==> config.mk <==
export PLATFORM = sky130hd
export DESIGN_NAME = riscv_controller_flat
export DESIGN_NICKNAME = d
export VERILOG_FILES = /design/src/rtl/riscv_controller_pkg.sv /design/src/rtl/riscv_controller_if.sv /design/src/rtl/riscv_controller_alu_decoder.sv /design/src/rtl/riscv_controller_main_decoder.sv /design/src/rtl/riscv_controller.sv /design/src/flat_wrapper.sv
export SDC_FILE = /design/constraint.sdc
export NUM_CORES = 1
export LEC_CHECK = 0
export ABC_AREA = 1
export CELL_PAD_IN_SITES_DETAIL_PLACEMENT = 0
export CELL_PAD_IN_SITES_GLOBAL_PLACEMENT = 1
export CORE_UTILIZATION = 18
export CTS_CLUSTER_DIAMETER = 80
export DETAILED_ROUTE_END_ITERATION = 7
export PLACE_DENSITY_LB_ADDON = 0.3
export SLEW_MARGIN = 25
export SYNTH_ARGS = -nofsm -noshare
export SYNTH_HDL_FRONTEND = slang
export SYNTH_SLANG_ARGS = --single-unit
==> constraint.sdc <==
create_clock -name clk -period 2.5 [get_ports clk]
set_input_delay 0.375 -clock clk [delete_from_list [all_inputs] [get_ports clk]]
set_output_delay 0.375 -clock clk [all_outputs]
set_load 0.01 [all_outputs]
==> src/rtl/riscv_controller_pkg.sv <==
// Shared opcodes, control encodings and the decoded-strobe bundle for the RV32I controller.
package riscv_controller_pkg;

    localparam int unsigned OP_W    = 7;
    localparam int unsigned F3_W    = 3;
    localparam int unsigned ALUC_W  = 3;
    localparam int unsigned ALUOP_W = 2;
    localparam int unsigned IMM_W   = 2;
    localparam int unsigned RES_W   = 2;

    // Supported opcodes
    localparam logic [OP_W-1:0] OP_LOAD   = 7'b0000011;
    localparam logic [OP_W-1:0] OP_STORE  = 7'b0100011;
    localparam logic [OP_W-1:0] OP_RTYPE  = 7'b0110011;
    localparam logic [OP_W-1:0] OP_BRANCH = 7'b1100011;
    localparam logic [OP_W-1:0] OP_IALU   = 7'b0010011;
    localparam logic [OP_W-1:0] OP_JAL    = 7'b1101111;

    // ALUControl encodings
    localparam logic [ALUC_W-1:0] ALU_ADD = 3'b000;
    localparam logic [ALUC_W-1:0] ALU_SUB = 3'b001;
    localparam logic [ALUC_W-1:0] ALU_AND = 3'b010;
    localparam logic [ALUC_W-1:0] ALU_OR  = 3'b011;
    localparam logic [ALUC_W-1:0] ALU_SLT = 3'b101;

    // Internal ALUOp encodings between the two decoders
    localparam logic [ALUOP_W-1:0] ALUOP_ADD  = 2'b00;
    localparam logic [ALUOP_W-1:0] ALUOP_SUB  = 2'b01;
    localparam logic [ALUOP_W-1:0] ALUOP_FUNC = 2'b10;

    // ImmSrc encodings
    localparam logic [IMM_W-1:0] IMM_I = 2'b00;
    localparam logic [IMM_W-1:0] IMM_S = 2'b01;
    localparam logic [IMM_W-1:0] IMM_B = 2'b10;
    localparam logic [IMM_W-1:0] IMM_J = 2'b11;

    // ResultSrc encodings
    localparam logic [RES_W-1:0] RES_ALU = 2'b00;
    localparam logic [RES_W-1:0] RES_MEM = 2'b01;
    localparam logic [RES_W-1:0] RES_PC4 = 2'b10;

    // Strobes produced by the main decoder
    typedef struct packed {
        logic               reg_write;
        logic [IMM_W-1:0]   imm_src;
        logic               alu_src;
        logic               mem_write;
        logic [RES_W-1:0]   result_src;
        logic               branch;
        logic [ALUOP_W-1:0] alu_op;
        logic               jump;
    } ctrl_t;

    // True for the six opcodes this controller implements
    function automatic logic is_supported_op(input logic [OP_W-1:0] op);
        case (op)
            OP_LOAD, OP_STORE, OP_RTYPE, OP_BRANCH, OP_IALU, OP_JAL: return 1'b1;
            default:                                                 return 1'b0;
        endcase
    endfunction

endpackage

==> src/rtl/riscv_controller_if.sv <==
// Datapath <-> controller bundle: instruction fields and flag in, control strobes out.
interface riscv_controller_if;
    import riscv_controller_pkg::*;

    logic [OP_W-1:0]   op;
    logic [F3_W-1:0]   funct3;
    logic              funct7b5;
    logic              Zero;
    logic [RES_W-1:0]  ResultSrc;
    logic              MemWrite;
    logic              PCSrc;
    logic              ALUSrc;
    logic              RegWrite;
    logic              Jump;
    logic [IMM_W-1:0]  ImmSrc;
    logic [ALUC_W-1:0] ALUControl;
    logic              illegal_op;

    // Datapath side
    modport master (
        output op, funct3, funct7b5, Zero,
        input  ResultSrc, MemWrite, PCSrc, ALUSrc, RegWrite, Jump, ImmSrc, ALUControl, illegal_op
    );

    // Controller side
    modport slave (
        input  op, funct3, funct7b5, Zero,
        output ResultSrc, MemWrite, PCSrc, ALUSrc, RegWrite, Jump, ImmSrc, ALUControl, illegal_op
    );
endinterface

==> src/rtl/riscv_controller_alu_decoder.sv <==
// ALUOp and instruction function bits to ALUControl.
module riscv_controller_alu_decoder
    import riscv_controller_pkg::*;
(
    input  logic [ALUOP_W-1:0] alu_op,
    input  logic [F3_W-1:0]    funct3,
    input  logic               op5,
    input  logic               funct7b5,
    output logic [ALUC_W-1:0]  alu_control
);

    // Subtract only for R-type with funct7b5; addi with bit 30 set still adds
    always_comb begin
        alu_control = ALU_ADD;
        case (alu_op)
            ALUOP_SUB:  alu_control = ALU_SUB;
            ALUOP_FUNC: begin
                case (funct3)
                    3'b000:  alu_control = (op5 & funct7b5) ? ALU_SUB : ALU_ADD;
                    3'b010:  alu_control = ALU_SLT;
                    3'b110:  alu_control = ALU_OR;
                    3'b111:  alu_control = ALU_AND;
                    default: alu_control = ALU_ADD;
                endcase
            end
            default:    alu_control = ALU_ADD;
        endcase
    end

endmodule

==> src/rtl/riscv_controller_main_decoder.sv <==
// Opcode to datapath strobes plus ALUOp; unsupported opcodes give all-zero strobes.
module riscv_controller_main_decoder
    import riscv_controller_pkg::*;
(
    input  logic [OP_W-1:0] op,
    output ctrl_t           ctrl
);

    // Per-opcode strobe table, zeros by default so nothing writes on an unknown op
    always_comb begin
        ctrl = '0;
        case (op)
            OP_LOAD: begin
                ctrl.reg_write  = 1'b1;
                ctrl.imm_src    = IMM_I;
                ctrl.alu_src    = 1'b1;
                ctrl.result_src = RES_MEM;
                ctrl.alu_op     = ALUOP_ADD;
            end
            OP_STORE: begin
                ctrl.imm_src    = IMM_S;
                ctrl.alu_src    = 1'b1;
                ctrl.mem_write  = 1'b1;
                ctrl.alu_op     = ALUOP_ADD;
            end
            OP_RTYPE: begin
                ctrl.reg_write  = 1'b1;
                ctrl.result_src = RES_ALU;
                ctrl.alu_op     = ALUOP_FUNC;
            end
            OP_BRANCH: begin
                ctrl.imm_src    = IMM_B;
                ctrl.branch     = 1'b1;
                ctrl.alu_op     = ALUOP_SUB;
            end
            OP_IALU: begin
                ctrl.reg_write  = 1'b1;
                ctrl.imm_src    = IMM_I;
                ctrl.alu_src    = 1'b1;
                ctrl.result_src = RES_ALU;
                ctrl.alu_op     = ALUOP_FUNC;
            end
            OP_JAL: begin
                ctrl.reg_write  = 1'b1;
                ctrl.imm_src    = IMM_J;
                ctrl.result_src = RES_PC4;
                ctrl.jump       = 1'b1;
            end
            default: ctrl = '0;
        endcase
    end

endmodule

==> src/rtl/riscv_controller.sv <==
// Single-cycle RV32I control unit: combinational strobes plus a sticky illegal-opcode flag.
module riscv_controller
    import riscv_controller_pkg::*;
(
    input  logic             clk,
    input  logic             reset,
    riscv_controller_if.slave bus
);

    ctrl_t             ctrl;
    logic [ALUC_W-1:0] alu_control;
    logic              illegal_q;

    riscv_controller_main_decoder u_main_decoder (
        .op   (bus.op),
        .ctrl (ctrl)
    );

    riscv_controller_alu_decoder u_alu_decoder (
        .alu_op      (ctrl.alu_op),
        .funct3      (bus.funct3),
        .op5         (bus.op[5]),
        .funct7b5    (bus.funct7b5),
        .alu_control (alu_control)
    );

    assign bus.ResultSrc  = ctrl.result_src;
    assign bus.MemWrite   = ctrl.mem_write;
    assign bus.ALUSrc     = ctrl.alu_src;
    assign bus.RegWrite   = ctrl.reg_write;
    assign bus.Jump       = ctrl.jump;
    assign bus.ImmSrc     = ctrl.imm_src;
    assign bus.ALUControl = alu_control;
    assign bus.PCSrc      = (ctrl.branch & bus.Zero) | ctrl.jump;
    assign bus.illegal_op = illegal_q;

    // Sticky record of any unsupported opcode seen since reset
    always_ff @(posedge clk or posedge reset) begin
        if (reset) begin
            illegal_q <= 1'b0;
        end else begin
            illegal_q <= illegal_q | ~is_supported_op(bus.op);
        end
    end

endmodule

==> src/flat_wrapper.sv <==
// flat-port wrapper written by rule: the top's interface ports become plain ports
module riscv_controller_flat import riscv_controller_pkg::*;
  (clk, reset, bus_op, bus_funct3, bus_funct7b5, bus_Zero, bus_ResultSrc, bus_MemWrite, bus_PCSrc, bus_ALUSrc, bus_RegWrite, bus_Jump, bus_ImmSrc, bus_ALUControl, bus_illegal_op);
  riscv_controller_if bus_i ();
  input  logic clk;
  input  logic reset;
  input wire logic [$bits(bus_i.op)-1:0] bus_op;
  input wire logic [$bits(bus_i.funct3)-1:0] bus_funct3;
  input wire logic [$bits(bus_i.funct7b5)-1:0] bus_funct7b5;
  input wire logic [$bits(bus_i.Zero)-1:0] bus_Zero;
  output wire logic [$bits(bus_i.ResultSrc)-1:0] bus_ResultSrc;
  output wire logic [$bits(bus_i.MemWrite)-1:0] bus_MemWrite;
  output wire logic [$bits(bus_i.PCSrc)-1:0] bus_PCSrc;
  output wire logic [$bits(bus_i.ALUSrc)-1:0] bus_ALUSrc;
  output wire logic [$bits(bus_i.RegWrite)-1:0] bus_RegWrite;
  output wire logic [$bits(bus_i.Jump)-1:0] bus_Jump;
  output wire logic [$bits(bus_i.ImmSrc)-1:0] bus_ImmSrc;
  output wire logic [$bits(bus_i.ALUControl)-1:0] bus_ALUControl;
  output wire logic [$bits(bus_i.illegal_op)-1:0] bus_illegal_op;
  assign bus_i.op = bus_op;
  assign bus_i.funct3 = bus_funct3;
  assign bus_i.funct7b5 = bus_funct7b5;
  assign bus_i.Zero = bus_Zero;
  assign bus_ResultSrc = bus_i.ResultSrc;
  assign bus_MemWrite = bus_i.MemWrite;
  assign bus_PCSrc = bus_i.PCSrc;
  assign bus_ALUSrc = bus_i.ALUSrc;
  assign bus_RegWrite = bus_i.RegWrite;
  assign bus_Jump = bus_i.Jump;
  assign bus_ImmSrc = bus_i.ImmSrc;
  assign bus_ALUControl = bus_i.ALUControl;
  assign bus_illegal_op = bus_i.illegal_op;
  riscv_controller u_core (.clk(clk), .reset(reset), .bus(bus_i));
endmodule
======== Yosys cells after proc, flatten, opt, wreduce, memory -nomap -nowiden ========
Cells that the tools add are included.
cells by class
  reductions and logical operators ........ 5
  muxes and demuxes ....................... 12
  equality and inequality tests ........... 11
  bitwise logic cells ..................... 5
operator list
  operator            count
  $eq 7x6->1 const B  2
  $eq 7x7->1 const B  2
  $pmux 3 s4          1
  $pmux 2 s2          2
  $eq 7x2->1 const B  1
  $eq 7x5->1 const B  1
  $mux 1              7
  $eq 3x3->1 const B  2
  $pmux 2 s3          1
  $pmux 3 s2          1
  $reduce_or 6->1     1
  $reduce_or 4->1     1
  $eq 3x2->1 const B  1
  $logic_not 3->1     1
  $reduce_or 3->1     1
  $and 1x1->1         2
  $eq 2x1->1 const B  1
  $eq 2x2->1 const B  1
  $or 1x1->1          2
  $reduce_or 2->1     1
  $not 1->1           1
word-level totals
  register bits ........................... 1
  logic and storage cells ................. 34
  output and inout port bits .............. 13

======== Depth between registers and ports, before layout ========
  depth after elaboration ................. 5
  gate-level depth with buffers ........... 9

======== Cells and area by module ========
A second synthesis with hierarchy kept.
unflattened totals
  cell total of the unflattened synthesis .. 68
  area total of the unflattened synthesis .. 350.3 um2
modules (own cells, without submodules)
  module                         times used  cells each  sequential area each (um2)  area an instance (um2)
  riscv_controller_main_decoder  1           36          0.0                         173.9
  riscv_controller_alu_decoder   1           17          0.0                         91.3
  riscv_controller               1           15          25.0                        85.1

======== Worst setup path before layout ========
OpenSTA, ideal clock, no wires.
  path type ............................... input port to output port
  from .................................... input bus_op[1]
  to ...................................... output bus_ALUControl[1]
  path slack .............................. 0.634 ns
  data arrival time ....................... 1.491 ns
  cell stages on the path ................. 6
  path buffers ............................ 0
  cell sequence ........................... nand2_1 > inv_1 > nand3_2 > nor2_1 > ha_1 > nor4_1
on the way
  longest elaborated chain between the ends .. 5
ends and longest elaborated chain
  item                                      RTL line                             source
  from (decl)                               flat_wrapper.sv:7                    input wire logic [$bits(bus_i.op)-1:0] bus_op;
  $eq 7x6->1 or $eq 7x5->1 (tied branches)  riscv_controller_main_decoder.sv:12  case (op)
  $reduce_or 2->1 (no line)                 n/a
  $pmux 2 s2 *                              riscv_controller_main_decoder.sv:12
  $eq 2x2->1 or $eq 2x1->1 (tied branches)  riscv_controller_alu_decoder.sv:15   case (alu_op)
  $pmux 3 s2 *                              riscv_controller_alu_decoder.sv:15
  to (decl)                                 flat_wrapper.sv:18                   output wire logic [$bits(bus_i.ALUControl)-1:0] bus_ALUControl;
Mark *: on every way between the ends. The rest lies on a longest branch, timed or not.

======== Final worst setup path ========
  from .................................... input bus_op[5]
  to ...................................... output bus_PCSrc
on the way
  longest elaborated chain between the ends .. 4
ends and longest elaborated chain
  item          RTL line                             source
  $eq 7x7->1    riscv_controller_main_decoder.sv:12
  $mux 1        riscv_controller_main_decoder.sv:12
  $and 1x1->1   riscv_controller.sv:34               assign bus.PCSrc = (ctrl.branch & bus.Zero) | ctrl.jump;
  $or 1x1->1 *  riscv_controller.sv:34
  to (decl)     flat_wrapper.sv:13                   output wire logic [$bits(bus_i.PCSrc)-1:0] bus_PCSrc;
Marks and branches as above.

==> flow_summary.toml <==
[placed_design]
place_congestion = 0.6781
dp_hpwl_um = 630.9
pre_cts_ws_ns = -0.2355
port_buffers = 26

[power]
p_sw_mw = 0.01880
peakVddDrop_v = 0.00004301
clock_power_share_pct = 0
seq_power_share_pct = 25.6
combinationalPowerShare_pct = 74.4
p_sw_share_pct = 29.19
p_leak_nw = 0.3253
power.internal_mw = 0.04562
p_total_mw = 0.06442
p_per_area_mw_per_mm2 = 106.4

[worst_setup_path]
arrival_ns = 2.00
path_class = "in2out"
required_ns = 2.12
startpoint_type = "input pin"
crit_slowest_cell = "clkdlybuf4s50_1"
crit_path_frequent_cell = "nand2_2"
reg2regPathDepth = 2
path_cells = "clkdlybuf4s50_1 -> nand2_2 -> nor2_4 -> nand2_4 -> buf_4 -> clkinv_2 -> buf_4 -> nand2_2 -> nand2_2 -> clkdlybuf4s50_1"
slowest_delay_ns = 0.52
path_max_fanout = 3
endpoint_kind = "output pin"
ff2ff_setup_slack_ns = 1.94
crit_path_start = "bus_op[5]"
r2r-start = "u_core.bus.illegal_op"
timing.rr.end = "u_core.bus.illegal_op"

[clock_tree]
clock_latency_ns = 0
cts_hold_buf = 0
clk_pin_slew_worst_paths_ns = 0

[synth]
syn_inst = 49
ys_seq_area_share_pct = 8.772
netlist_area_um2 = 285.3
syn-num-nets = 65
yosysWarnings = 0
synth.avg_cell_area_um2 = 5.822
ys_ff_latch = 1
synth.distinct_cells = 17

[timing]
slew_headroom_pct = 85.60
period_needed_ns = 2.377
rsz0062_at_grt = "false"
finalMaxSlewViolations = 0
fin_ws_ns = 0.1229
final-setup-viol-count = 0
finalHoldViolCount = 0
post-route-period-util_pct = 95.08
skew_ns = 0
worst_slew_pin_slew_ns = 0.2140
fmax_ghz = 0.4207

[drt]
postRouteAntennaNets = 0
vias = 380
drtIter0Drc = 5
routed_wl_um = 680
avgViaCountPerCell = 3.918
wl_per_cell_um = 7.010
drt_pass1_iterations = 4
route.detailed.drc = 0

[job]
max-cap-violations = 0

[cells_and_area]
drive_gt1_share_pct = 25.93
largest_reg_flops = 1
postLayoutCoreUtil_pct = 40.67
num-nets-final = 99
diodes = 0
area_growth_pct = 112.3

[global_route]
grt_pass1_vias = 312
grt-ovfl-total = 0
grt_pass1_wl_mm = 1.124
antenna_found_initial = 0
grt_usage_pct = 7.367
grt_max_degree = 7

[floorplan]
dieArea_mm2 = 0.001748
die_w_um = 41.81
coreArea_mm2 = 0.001489
start_util_pct = 19.16
row_count = 14
num_io_pins = 27
fp.dieH_um = 41.81

[hold_path]
min_delay_worst_endpoint = "u_core.bus.illegal_op"
min_path_cells = 2
hold_start = "u_core.bus.illegal_op"
hold_path_class = "reg2reg"

[outcome]
run_status = "finished, final reports clean"
-- critical path, delay by kind of cell --
family | cells | cell delay (ns)
AND/OR/NAND/NOR | 5 | 0.34
buffers and inverters | 5 | 1.29
-- logic make-up (layout without fill, tap and decap cells) --
kind of cell / Yosys count / count (layout) / share of synthesized area (%)
fa+ha+maj: 2 / 2 / 8.771
flops: 1 / 1 / 8.771
buf+inv: 15 / 47 / 21.49
compound gates: 3 / 3 / 5.262
simple gates: 28 / 28 / 55.70
-- final cells by class --
type                    count  area, um2
fillers                   161      883.3
inverters                  14      53.80
multi-input cells          33      205.2
flip-flops and latches      1      25.02
well taps                  16      20.02
repair buffers             33      301.5
-- synth_stat cells --
cell type	number	area [um2]
ha_1	2	25.02
nand2_1	9	33.78
nand2_4	2	22.52
nand2_2	3	18.77
a21oi_1	2	10.01
o21ai_0	1	5.000
dfrtp_1	1	25.02
nor4_1	2	12.51
nor2_4	2	22.52
clkinv_2	1	5.000
buf_4	1	7.510
nand3_1	3	15.01
nand3_2	1	10.01
inv_1	11	41.29
nor2_1	5	18.77
nor3_1	1	5.000
inv_2	2	7.510
-- metrics by stage --
step / setup TNS, ns / instances / hold WS (ns) / cell area [um2]
after global routing: 0 / 97 / 0.4913 / 605.6
after CTS: 0 / 97 / 0.4537 / 606.8
after detailed placement: -0.5996 / 97 / 0.4517 / 610.6
after floorplan: 0 / 49 / 0.1037 / 285.3
after global placement: -0.5758 / 97 / 0.4493 / 610.6
final: 0 / 97 / 0.4484 / 605.6
-- power by group through the flow --
stage	registers (mW)	logic, mW	clock network, mW
CTS	0.0165	0.0482	0
floorplan	0.0165	0.0157	0
detailed placement	0.0165	0.0479	0
finish	0.0165	0.0479	0
global route	0.0165	0.0523	0
global placement	0.0165	0.0478	0
-- placed cells by master (no fill, tap or decap) --
| master | n |
|---|---|
| clkdlybuf4s50_1 | 23 |
| inv_1 | 11 |
| nand2_1 | 9 |
| buf_4 | 7 |
| nor2_1 | 5 |
| nand2_2 | 3 |
| nand3_1 | 3 |
| inv_2 | 2 |
| nor2_4 | 2 |
| nand2_4 | 2 |
| a21oi_1 | 2 |
| ha_1 | 2 |
| clkbuf_2 | 2 |
| nand3_2 | 1 |
| clkinv_2 | 1 |
| nor4_1 | 1 |
| o21ai_0 | 1 |
| nor4_2 | 1 |
| nor3_1 | 1 |
| dlygate4sd2_1 | 1 |
| dfrtp_1 | 1 |
-- layer usage --
metal | vias to the layer above | track usage, % | wire length, um
li1 | 211 | - | -
met1 | 157 | 10.32 | 297
met2 | 12 | 13.44 | 341
met3 | 0 | 0 | 41
met4 | 0 | 0 | 0
met5 | - | 0 | 0
-- repair_timing --
action                     CTS  global route
resized for setup            3             6
gates cloned                 0             0
setup buffers                0             0
setup endpoints to repair    3             2
hold endpoints to repair     0             0
-- worst max-delay path by stage --
stage          slack [ns]                 to
6_report             0.12          bus_PCSrc
5_1_grt              0.02  bus_ALUControl[0]
4_1_cts              0.07  bus_ALUControl[1]
3_5_place_dp        -0.24  bus_ALUControl[2]
3_3_place_gp        -0.23  bus_ALUControl[1]
2_1_floorplan        0.63  bus_ALUControl[1]
Note: power is estimated with default switching activity, not from simulation.
